==> src/rtl/permutation_pkg.sv <==
// Shared types and sizing helpers for the permutation engine arbiter.
package permutation_pkg;

  localparam int N_DEF     = 5;
  localparam int COUNT_DEF = 64;

  typedef enum logic [2:0] {
    S_IDLE  = 3'd0,
    S_START = 3'd1,
    S_LOAD  = 3'd2,
    S_WAIT  = 3'd3,
    S_DONE  = 3'd4
  } state_e;

  function automatic int slice_w(input int n);
    return n * n;
  endfunction

  function automatic int cnt_w(input int count);
    return (count < 2) ? 1 : $clog2(count);
  endfunction

endpackage

==> src/rtl/permutation_arbiter_if.sv <==
// Requester and engine signal bundle; master is the arbiter side.
interface permutation_arbiter_if import permutation_pkg::*; #(
  parameter int W = slice_w(N_DEF)
) ();

  logic         req0, req1;
  logic [W-1:0] in0, in1;
  logic         gnt0, gnt1;
  logic         put0, put1;
  logic         done0, done1;
  logic [W-1:0] out;
  logic         eng_start;
  logic [W-1:0] eng_in;
  logic         eng_put_input;
  logic         eng_ready;
  logic [W-1:0] eng_out;

  modport master (
    input  req0, req1, in0, in1, eng_put_input, eng_ready, eng_out,
    output gnt0, gnt1, put0, put1, done0, done1, out, eng_start, eng_in
  );

  modport slave (
    output req0, req1, in0, in1, eng_put_input, eng_ready, eng_out,
    input  gnt0, gnt1, put0, put1, done0, done1, out, eng_start, eng_in
  );

endinterface

==> src/rtl/perm_slice_counter.sv <==
// Modulo-COUNT slice counter; co flags the put that completes a permutation.
module perm_slice_counter import permutation_pkg::*; #(
  parameter int COUNT = COUNT_DEF
) (
  input  logic clk,
  input  logic rst,
  input  logic clr,
  input  logic en,
  output logic co
);

  localparam int            CW   = cnt_w(COUNT);
  localparam logic [CW-1:0] LAST = CW'(COUNT - 1);

  logic [CW-1:0] cnt_q, cnt_d;

  assign co = en & (cnt_q == LAST);

  always_comb begin
    cnt_d = cnt_q;
    if (clr)
      cnt_d = '0;
    else if (en)
      cnt_d = co ? '0 : cnt_q + 1'b1;
  end

  always_ff @(posedge clk or negedge rst) begin
    if (!rst)
      cnt_q <= '0;
    else
      cnt_q <= cnt_d;
  end

endmodule

==> src/rtl/permutation_arbiter.sv <==
// Round-robin share of one permutation engine between two requesters.
//   state   | meaning
//   S_IDLE  | arbitrate pending requests
//   S_START | one-cycle engine start, slice counter cleared
//   S_LOAD  | forward COUNT put strobes to the granted requester
//   S_WAIT  | wait for engine ready (result valid)
//   S_DONE  | done pulse, result on out, round-robin pointer updated
module permutation_arbiter import permutation_pkg::*; #(
  parameter int N     = N_DEF,
  parameter int COUNT = COUNT_DEF
) (
  input logic                  clk,
  input logic                  rst,
  permutation_arbiter_if.master bus
);

  localparam int W = slice_w(N);

  state_e       state_q, state_d;
  logic         last_q, last_d;
  logic         sel_q, sel_d;
  logic         gnt_q, gnt_d;
  logic         in_load, cnt_en, cnt_co;
  logic [W-1:0] eng_in_w;

  perm_slice_counter #(.COUNT(COUNT)) u_cnt (
    .clk (clk),
    .rst (rst),
    .clr (state_q == S_START),
    .en  (cnt_en),
    .co  (cnt_co)
  );

  always_comb begin
    state_d = state_q;
    last_d  = last_q;
    sel_d   = sel_q;
    gnt_d   = gnt_q;
    unique case (state_q)
      S_IDLE: begin
        if (bus.req0 | bus.req1) begin
          // on a tie, serve whoever was not served last
          sel_d   = (bus.req0 & bus.req1) ? ~last_q : bus.req1;
          gnt_d   = 1'b1;
          state_d = S_START;
        end
      end
      S_START: state_d = S_LOAD;
      S_LOAD:  if (cnt_co) state_d = S_WAIT;
      S_WAIT:  if (bus.eng_ready) state_d = S_DONE;
      S_DONE: begin
        last_d  = sel_q;
        gnt_d   = 1'b0;
        state_d = S_IDLE;
      end
      default: begin
        gnt_d   = 1'b0;
        state_d = S_IDLE;
      end
    endcase
  end

  always_ff @(posedge clk or negedge rst) begin
    if (!rst) begin
      state_q <= S_IDLE;
      last_q  <= 1'b1;
      sel_q   <= 1'b0;
      gnt_q   <= 1'b0;
    end else begin
      state_q <= state_d;
      last_q  <= last_d;
      sel_q   <= sel_d;
      gnt_q   <= gnt_d;
    end
  end

  assign in_load = (state_q == S_LOAD);
  assign cnt_en  = in_load & bus.eng_put_input;

  assign bus.gnt0      = gnt_q & ~sel_q;
  assign bus.gnt1      = gnt_q & sel_q;
  assign bus.put0      = cnt_en & bus.gnt0;
  assign bus.put1      = cnt_en & bus.gnt1;
  assign bus.done0     = (state_q == S_DONE) & bus.gnt0;
  assign bus.done1     = (state_q == S_DONE) & bus.gnt1;
  assign bus.eng_start = (state_q == S_START);

  assign eng_in_w   = bus.gnt1 ? bus.in1 : bus.in0;
  assign bus.eng_in = eng_in_w;
  assign bus.out    = bus.eng_out;

endmodule

==> src/flat_wrapper.sv <==
// flat-port wrapper written by rule: the top's interface ports become plain ports
module permutation_arbiter_flat import permutation_pkg::*;
#(
  parameter int N     = N_DEF,
  parameter int COUNT = COUNT_DEF
)
  (clk, rst, bus_req0, bus_req1, bus_in0, bus_in1, bus_eng_put_input, bus_eng_ready, bus_eng_out, bus_gnt0, bus_gnt1, bus_put0, bus_put1, bus_done0, bus_done1, bus_out, bus_eng_start, bus_eng_in);
  permutation_arbiter_if #(.W((N * N))) bus_i ();
  input logic clk;
  input logic rst;
  input wire logic [$bits(bus_i.req0)-1:0] bus_req0;
  input wire logic [$bits(bus_i.req1)-1:0] bus_req1;
  input wire logic [$bits(bus_i.in0)-1:0] bus_in0;
  input wire logic [$bits(bus_i.in1)-1:0] bus_in1;
  input wire logic [$bits(bus_i.eng_put_input)-1:0] bus_eng_put_input;
  input wire logic [$bits(bus_i.eng_ready)-1:0] bus_eng_ready;
  input wire logic [$bits(bus_i.eng_out)-1:0] bus_eng_out;
  output wire logic [$bits(bus_i.gnt0)-1:0] bus_gnt0;
  output wire logic [$bits(bus_i.gnt1)-1:0] bus_gnt1;
  output wire logic [$bits(bus_i.put0)-1:0] bus_put0;
  output wire logic [$bits(bus_i.put1)-1:0] bus_put1;
  output wire logic [$bits(bus_i.done0)-1:0] bus_done0;
  output wire logic [$bits(bus_i.done1)-1:0] bus_done1;
  output wire logic [$bits(bus_i.out)-1:0] bus_out;
  output wire logic [$bits(bus_i.eng_start)-1:0] bus_eng_start;
  output wire logic [$bits(bus_i.eng_in)-1:0] bus_eng_in;
  assign bus_i.req0 = bus_req0;
  assign bus_i.req1 = bus_req1;
  assign bus_i.in0 = bus_in0;
  assign bus_i.in1 = bus_in1;
  assign bus_i.eng_put_input = bus_eng_put_input;
  assign bus_i.eng_ready = bus_eng_ready;
  assign bus_i.eng_out = bus_eng_out;
  assign bus_gnt0 = bus_i.gnt0;
  assign bus_gnt1 = bus_i.gnt1;
  assign bus_put0 = bus_i.put0;
  assign bus_put1 = bus_i.put1;
  assign bus_done0 = bus_i.done0;
  assign bus_done1 = bus_i.done1;
  assign bus_out = bus_i.out;
  assign bus_eng_start = bus_i.eng_start;
  assign bus_eng_in = bus_i.eng_in;
  permutation_arbiter #(.N(N), .COUNT(COUNT)) u_core (.clk(clk), .rst(rst), .bus(bus_i));
endmodule
==> config.mk <==
export PLATFORM = sky130hd
export DESIGN_NAME = permutation_arbiter_flat
export DESIGN_NICKNAME = d
export VERILOG_FILES = /design/src/rtl/permutation_pkg.sv /design/src/rtl/permutation_arbiter_if.sv /design/src/rtl/perm_slice_counter.sv /design/src/rtl/permutation_arbiter.sv /design/src/flat_wrapper.sv
export SDC_FILE = /design/constraint.sdc
export NUM_CORES = 1
export LEC_CHECK = 0
export ABC_AREA = 1
export CORE_MARGIN = 1.5
export CORE_UTILIZATION = 27
export CTS_CLUSTER_DIAMETER = 120
export CTS_CLUSTER_SIZE = 20
export DETAILED_ROUTE_END_ITERATION = 10
export GPL_TIMING_DRIVEN = 0
export MAX_ROUTING_LAYER = met4
export PLACE_DENSITY = 0.86
export SETUP_SLACK_MARGIN = 0.2
export SYNTH_ARGS = -nofsm -noshare
export SYNTH_HDL_FRONTEND = slang
export SYNTH_HIERARCHICAL = 1
export SYNTH_SLANG_ARGS = --single-unit
==> constraint.sdc <==
create_clock -name clk -period 1.9 [get_ports clk]
set_input_delay 0.285 -clock clk [delete_from_list [all_inputs] [get_ports clk]]
set_output_delay 0.285 -clock clk [all_outputs]
set_load 0.05 [all_outputs]
## Word-level counts from Yosys, hierarchy flattened

Index checks and enable logic that the tools add are counted.

- Flip-flop bits (word level): 12
- Output and inout bits: 57
- Logic and storage cells: 44

- $add $sub $neg: 1
- Eq/ne operators: 8
- Multiplexer cells: 11
- Bitwise gates (word level): 13
- Reduce and logical (&&, ||, !) cells: 6

Operator list:

| operator | count |
|---|---|
| $mux 25 | 1 |
| $mux 6 | 3 |
| $pmux 3 s4 | 1 |
| $and 1x1->1 | 9 |
| $mux 3 | 3 |
| $add 6x1->6 const B | 1 |
| $eq 3x2->1 const B | 2 |
| $eq 6x6->1 const B | 1 |
| $ne 2x2->1 const B | 2 |
| $reduce_and 2->1 | 2 |
| $eq 3x1->1 const B | 1 |
| $eq 3x3->1 const B | 1 |
| $logic_not 3->1 | 1 |
| $not 1->1 | 3 |
| $reduce_and 3->1 | 1 |
| $reduce_or 3->1 | 1 |
| $mux 1 | 2 |
| $ne 2x1->1 const B | 1 |
| $pmux 1 s2 | 1 |
| $reduce_bool 2->1 | 1 |
| $or 1x1->1 | 1 |

## Longest topological paths before layout

- Depth in word-level cells: 6
- Depth in mapped cells: 10

## Hierarchy

Netlist, hierarchy kept.

By module, submodules not included:

| module | times used | cells each | area an instance (µm²) | sequential area each (µm²) |
|---|---|---|---|---|
| permutation_arbiter | 1 | 156 | 870.8 | 151.4 |
| perm_slice_counter | 1 | 44 | 322.8 | 150.1 |

## Worst setup path before layout

No wires, ideal clock.

- Kind: register to output
- Start point: register u_core.state_q[1]
- End point: output port bus_done0
- Data arrival time: 1777 ps
- Required time: 1615 ps
- Path slack: -162 ps
- Cell stages (with the launch flop): 5
- Path buffers: 1
- Path through: dfrtp_1 -> buf_4 -> nor2_1 -> nand2_1 -> nor3_1

- Longest elaborated chain between the ends: 2

Ends and longest elaborated chain:

| what | RTL line | text |
|---|---|---|
| start, declared | permutation_arbiter.sv:19 | `state_e state_q, state_d;` |
| start signal, assigned | permutation_arbiter.sv:70 | `state_q <= state_d;` |
| $eq 3x3->1 | permutation_arbiter.sv:84 | `assign bus.done0 = (state_q == S_DONE) & bus.gnt0;` |
| $and 1x1->1 | permutation_arbiter.sv:84 |  |
| end, declared | flat_wrapper.sv:22 | `output wire logic [$bits(bus_i.done0)-1:0] bus_done0;` |

Every way passes these cells.

## Worst setup path after layout

- Start point: register u_core.gnt_q
- End point: output port bus_eng_in[21]

- Longest elaborated chain between the ends: 2

Ends and longest elaborated chain:

| what | RTL line | text |
|---|---|---|
| start, declared | permutation_arbiter.sv:22 | `logic gnt_q, gnt_d;` |
| start signal, assigned | permutation_arbiter.sv:73 | `gnt_q <= gnt_d;` |
| $and 1x1->1 | permutation_arbiter.sv:81 | `assign bus.gnt1 = gnt_q & sel_q;` |
| $mux 25 | permutation_arbiter.sv:88 | `assign eng_in_w = bus.gnt1 ? bus.in1 : bus.in0;` |
| end, declared | flat_wrapper.sv:26 | `output wire logic [$bits(bus_i.eng_in)-1:0] bus_eng_in;` |

Every way passes these cells.

==> impl_metrics.env <==
export IMPL_crit_path_cell_trace="nand2_4, buf_4, nand2_1, nand2_1, buf_2"
export IMPL_ant_nets=0
export IMPL_cts_root_buffer="clkbuf_8"
export IMPL_synth_top_area_share_pct=30.2
export IMPL_critical_path_buf_inv_count=2
export IMPL_grt_pass1_wl_mm=6.88
export IMPL_ys_top_cells_by_area="nand2_1 30%, dfrtp_1 23%, buf_4 16%"
export IMPL_viasPerCell=4.36
export IMPL_groute_usage_overall_pct=17.7
export IMPL_drtIter0Drc=26
export IMPL_synth_cells=200
export IMPL_start_kind="flop"
export IMPL_core_area_sq_um=4120
export IMPL_ff2ff_path_depth=10
export IMPL_crit_start="u_core/gnt_q$_DFFE_PN0P_"
export IMPL_syn_cell_area_sq_um=1190
export IMPL_drive_gt1_share_pct=27.6
export IMPL_min_period_ps=1680
export IMPL_p_int_w=0.00142
export IMPL_critical_path_required_ps=1620
export IMPL_dp_hpwl_mm=3.63
export IMPL_seqCellArea_sq_um=304
export IMPL_dr_total_vias=1628
export IMPL_antenna_found_initial=0
export IMPL_seq_area_frac_synth_pct=25.3
export IMPL_synth_seq_cells=12
export IMPL_clkTransAtPathRegs_ps=50
export IMPL_leakage_nw=1.26
export IMPL_multi_input_area_sq_um=627
export IMPL_place_ws_ps=-275
export IMPL_arrival_ps=1390
export IMPL_critPathMostFrequentCell="nand2_1"
export IMPL_power_frac_seq_pct=11.9
export IMPL_worst_r2r_setup_slack_ps=340
export IMPL_cts_path_max_buffers=2
export IMPL_final_area_sq_um=2440
export IMPL_endpoint="bus_eng_in[21]"
export IMPL_synth_top_cell_by_area="nand2_1"
export IMPL_cp_top_family="buffers and inverters"
export IMPL_io_pin_count=138
export IMPL_r2r_start="u_core/state_q[2]$_DFFE_PN0P_"
export IMPL_holdBufCountCts=0
export IMPL_period_share_pct=88.4
export IMPL_drc_errors=0
export IMPL_syn_avg_cell_area_sq_um=5.97
export IMPL_maxSlewViolCount=0
export IMPL_cts_sinks=12
export IMPL_mostFrequentLayoutCell="nand2_1"
export IMPL_fmax_ghz=0.596
export IMPL_outcome="finished clean"
export IMPL_dieArea_sq_um=4830
export IMPL_tightest_slew_ps=522
export IMPL_final_hold_viol_count=0
export IMPL_fin_hold_ws_ps=386
export IMPL_power_density_nw_per_um2=1470
export IMPL_insertion_delay_ps=250
export IMPL_max_cap_violations=0
export IMPL_final_core_util_pct=59.3
export IMPL_slew_headroom_pct=65.1
export IMPL_area_growth_synth_to_final_pct=105
export IMPL_finClkSkew_ps=3.75
export IMPL_clkPwrFrac_pct=6.8
export IMPL_cp_slowest_cell="dfrtp_2"
export IMPL_n_antenna_cell=0
export IMPL_die_w_um=69.5
export IMPL_synth_distinct_cells=21
export IMPL_cts_tree="yes"
export IMPL_reg2reg_to="u_core/state_q[1]$_DFFE_PN0P_"
export IMPL_power_frac_comb_pct=81.3
export IMPL_overflow=0
export IMPL_row_count=23
export IMPL_initial_utilization_pct=29.0
export IMPL_rsz0062_at_grt="true"
export IMPL_post_drt_wl_per_cell_um=12.0
export IMPL_setup_ws_ps=221
export IMPL_min_path_type="in2async"
export IMPL_path_class="reg2out"
export IMPL_grt_max_degree=13
export IMPL_slowest_delay_ps=430
export IMPL_switching_share_pct=60.6
export IMPL_switchingPower_w=0.00218
export IMPL_die_height_um=69.5
export IMPL_yosys_warnings=6
export IMPL_finalNetCount=406
export IMPL_ir_drop_uv=858
export IMPL_grt_pass1_vias=1437
export IMPL_cp_depth=5
export IMPL_place_congestion=0.920
export IMPL_port_buffers=112
export IMPL_crit_path_max_fanout=10
export IMPL_worstSetupEndpointType="primary output"
export IMPL_wl_mm=4.49
export IMPL_cts_buffers=3
export IMPL_fillerInstances=392
export IMPL_htree_levels=1
export IMPL_dpl_instance_area_sq_um=2390
export IMPL_final_cell_mix="95 x nand2_1, 80 x clkdlybuf4s50_1, 51 x buf_4"
export IMPL_drtPass1Iterations=5
export IMPL_syn_num_nets=282
export IMPL_setup_viol=0
sequential cells by signal (all words and copies together), names as in the netlist:
| register | flops |
|---|---|
| u_core/u_cnt/cnt_q | 6 |
| u_core/state_q | 3 |
| u_core/gnt_q | 1 |
| u_core/last_q | 1 |
| u_core/sel_q | 1 |
worst min-delay path by stage:
stage	to	slack [ps]	cells after the start	start
after global placement	u_core/last_q$_DFFE_PN1N_	480	2	u_core/last_q$_DFFE_PN1N_
after detailed placement	u_core/last_q$_DFFE_PN1N_	490	2	u_core/last_q$_DFFE_PN1N_
after global routing	u_core/u_cnt/cnt_q[5]$_DFFE_PN0P_	450	1	rst
final	u_core/u_cnt/cnt_q[2]$_DFFE_PN0P_	390	1	rst
after CTS	u_core/u_cnt/cnt_q[5]$_DFFE_PN0P_	410	1	rst
after floorplan	u_core/gnt_q$_DFFE_PN0P_	-10	0	rst
synthesized netlist by cell type:
library cell / number
inv_1: 15
nand2_4: 1
nor2_1: 14
nand2_2: 1
nor2_2: 3
nand3_2: 1
dfstp_2: 1
buf_6: 2
nand4_1: 3
o21ai_1: 1
a21oi_1: 4
nand2_1: 96
buf_4: 26
inv_2: 1
o21ai_0: 3
ha_1: 1
dfrtp_1: 11
nand3_1: 10
clkinv_4: 1
buf_2: 2
nor3_1: 3
cell type report:
cell class / count / area share, %
Timing Repair Buffer: 118 / 45.2
Inverter: 17 / 2.82
Multi-Input combinational cell: 142 / 25.7
Buffer: 30 / 9.43
Clock buffer: 4 / 1.85
Tap cell: 50 / 2.56
Sequential cell: 12 / 12.5
layer usage:
| metal | up-vias | wire length, um | GRT usage, % |
|---|---|---|---|
| met5 | - | 0 | - |
| met4 | 0 | 26 | 5.01 |
| met3 | 4 | 299 | 1.89 |
| met2 | 81 | 2350 | 32.1 |
| met1 | 712 | 1820 | 20.7 |
| li1 | 831 | - | - |
power groups by stage:
stage / Sequential [W] / Combinational [W] / Clock, W
after global routing: 0.000439 / 0.00310 / 0.000262
after floorplan: 0.000401 / 0.00199 / 0
after global placement: 0.000417 / 0.00289 / 0
final: 0.000427 / 0.00292 / 0.000244
after CTS: 0.000417 / 0.00286 / 0.000250
after detailed placement: 0.000420 / 0.00292 / 0
kinds of logic after synthesis:
group	count (synthesis)	synth area share, %
flip-flops	12	25.3
adder cells (fa/ha/maj)	1	1.05
AND/OR/NAND/NOR	132	45.5
AO/OA/AOI/OAI	8	3.35
buffers and inverters	47	24.8
stage by stage:
stage	setup TNS, ps	total power [W]	cells
after floorplan	0	0.00239	200
after global placement	-5300	0.00331	362
after detailed placement	-5120	0.00334	362
after CTS	0	0.00353	369
after global routing	0	0.00380	373
final	0	0.00359	373
timing repair:
action,4_1_cts,5_1_grt
resized for setup,164,18
setup endpoints to repair,33,29
setup buffers,2,4
cloned,1,0
Note: power is estimated with default switching activity, not from simulation.
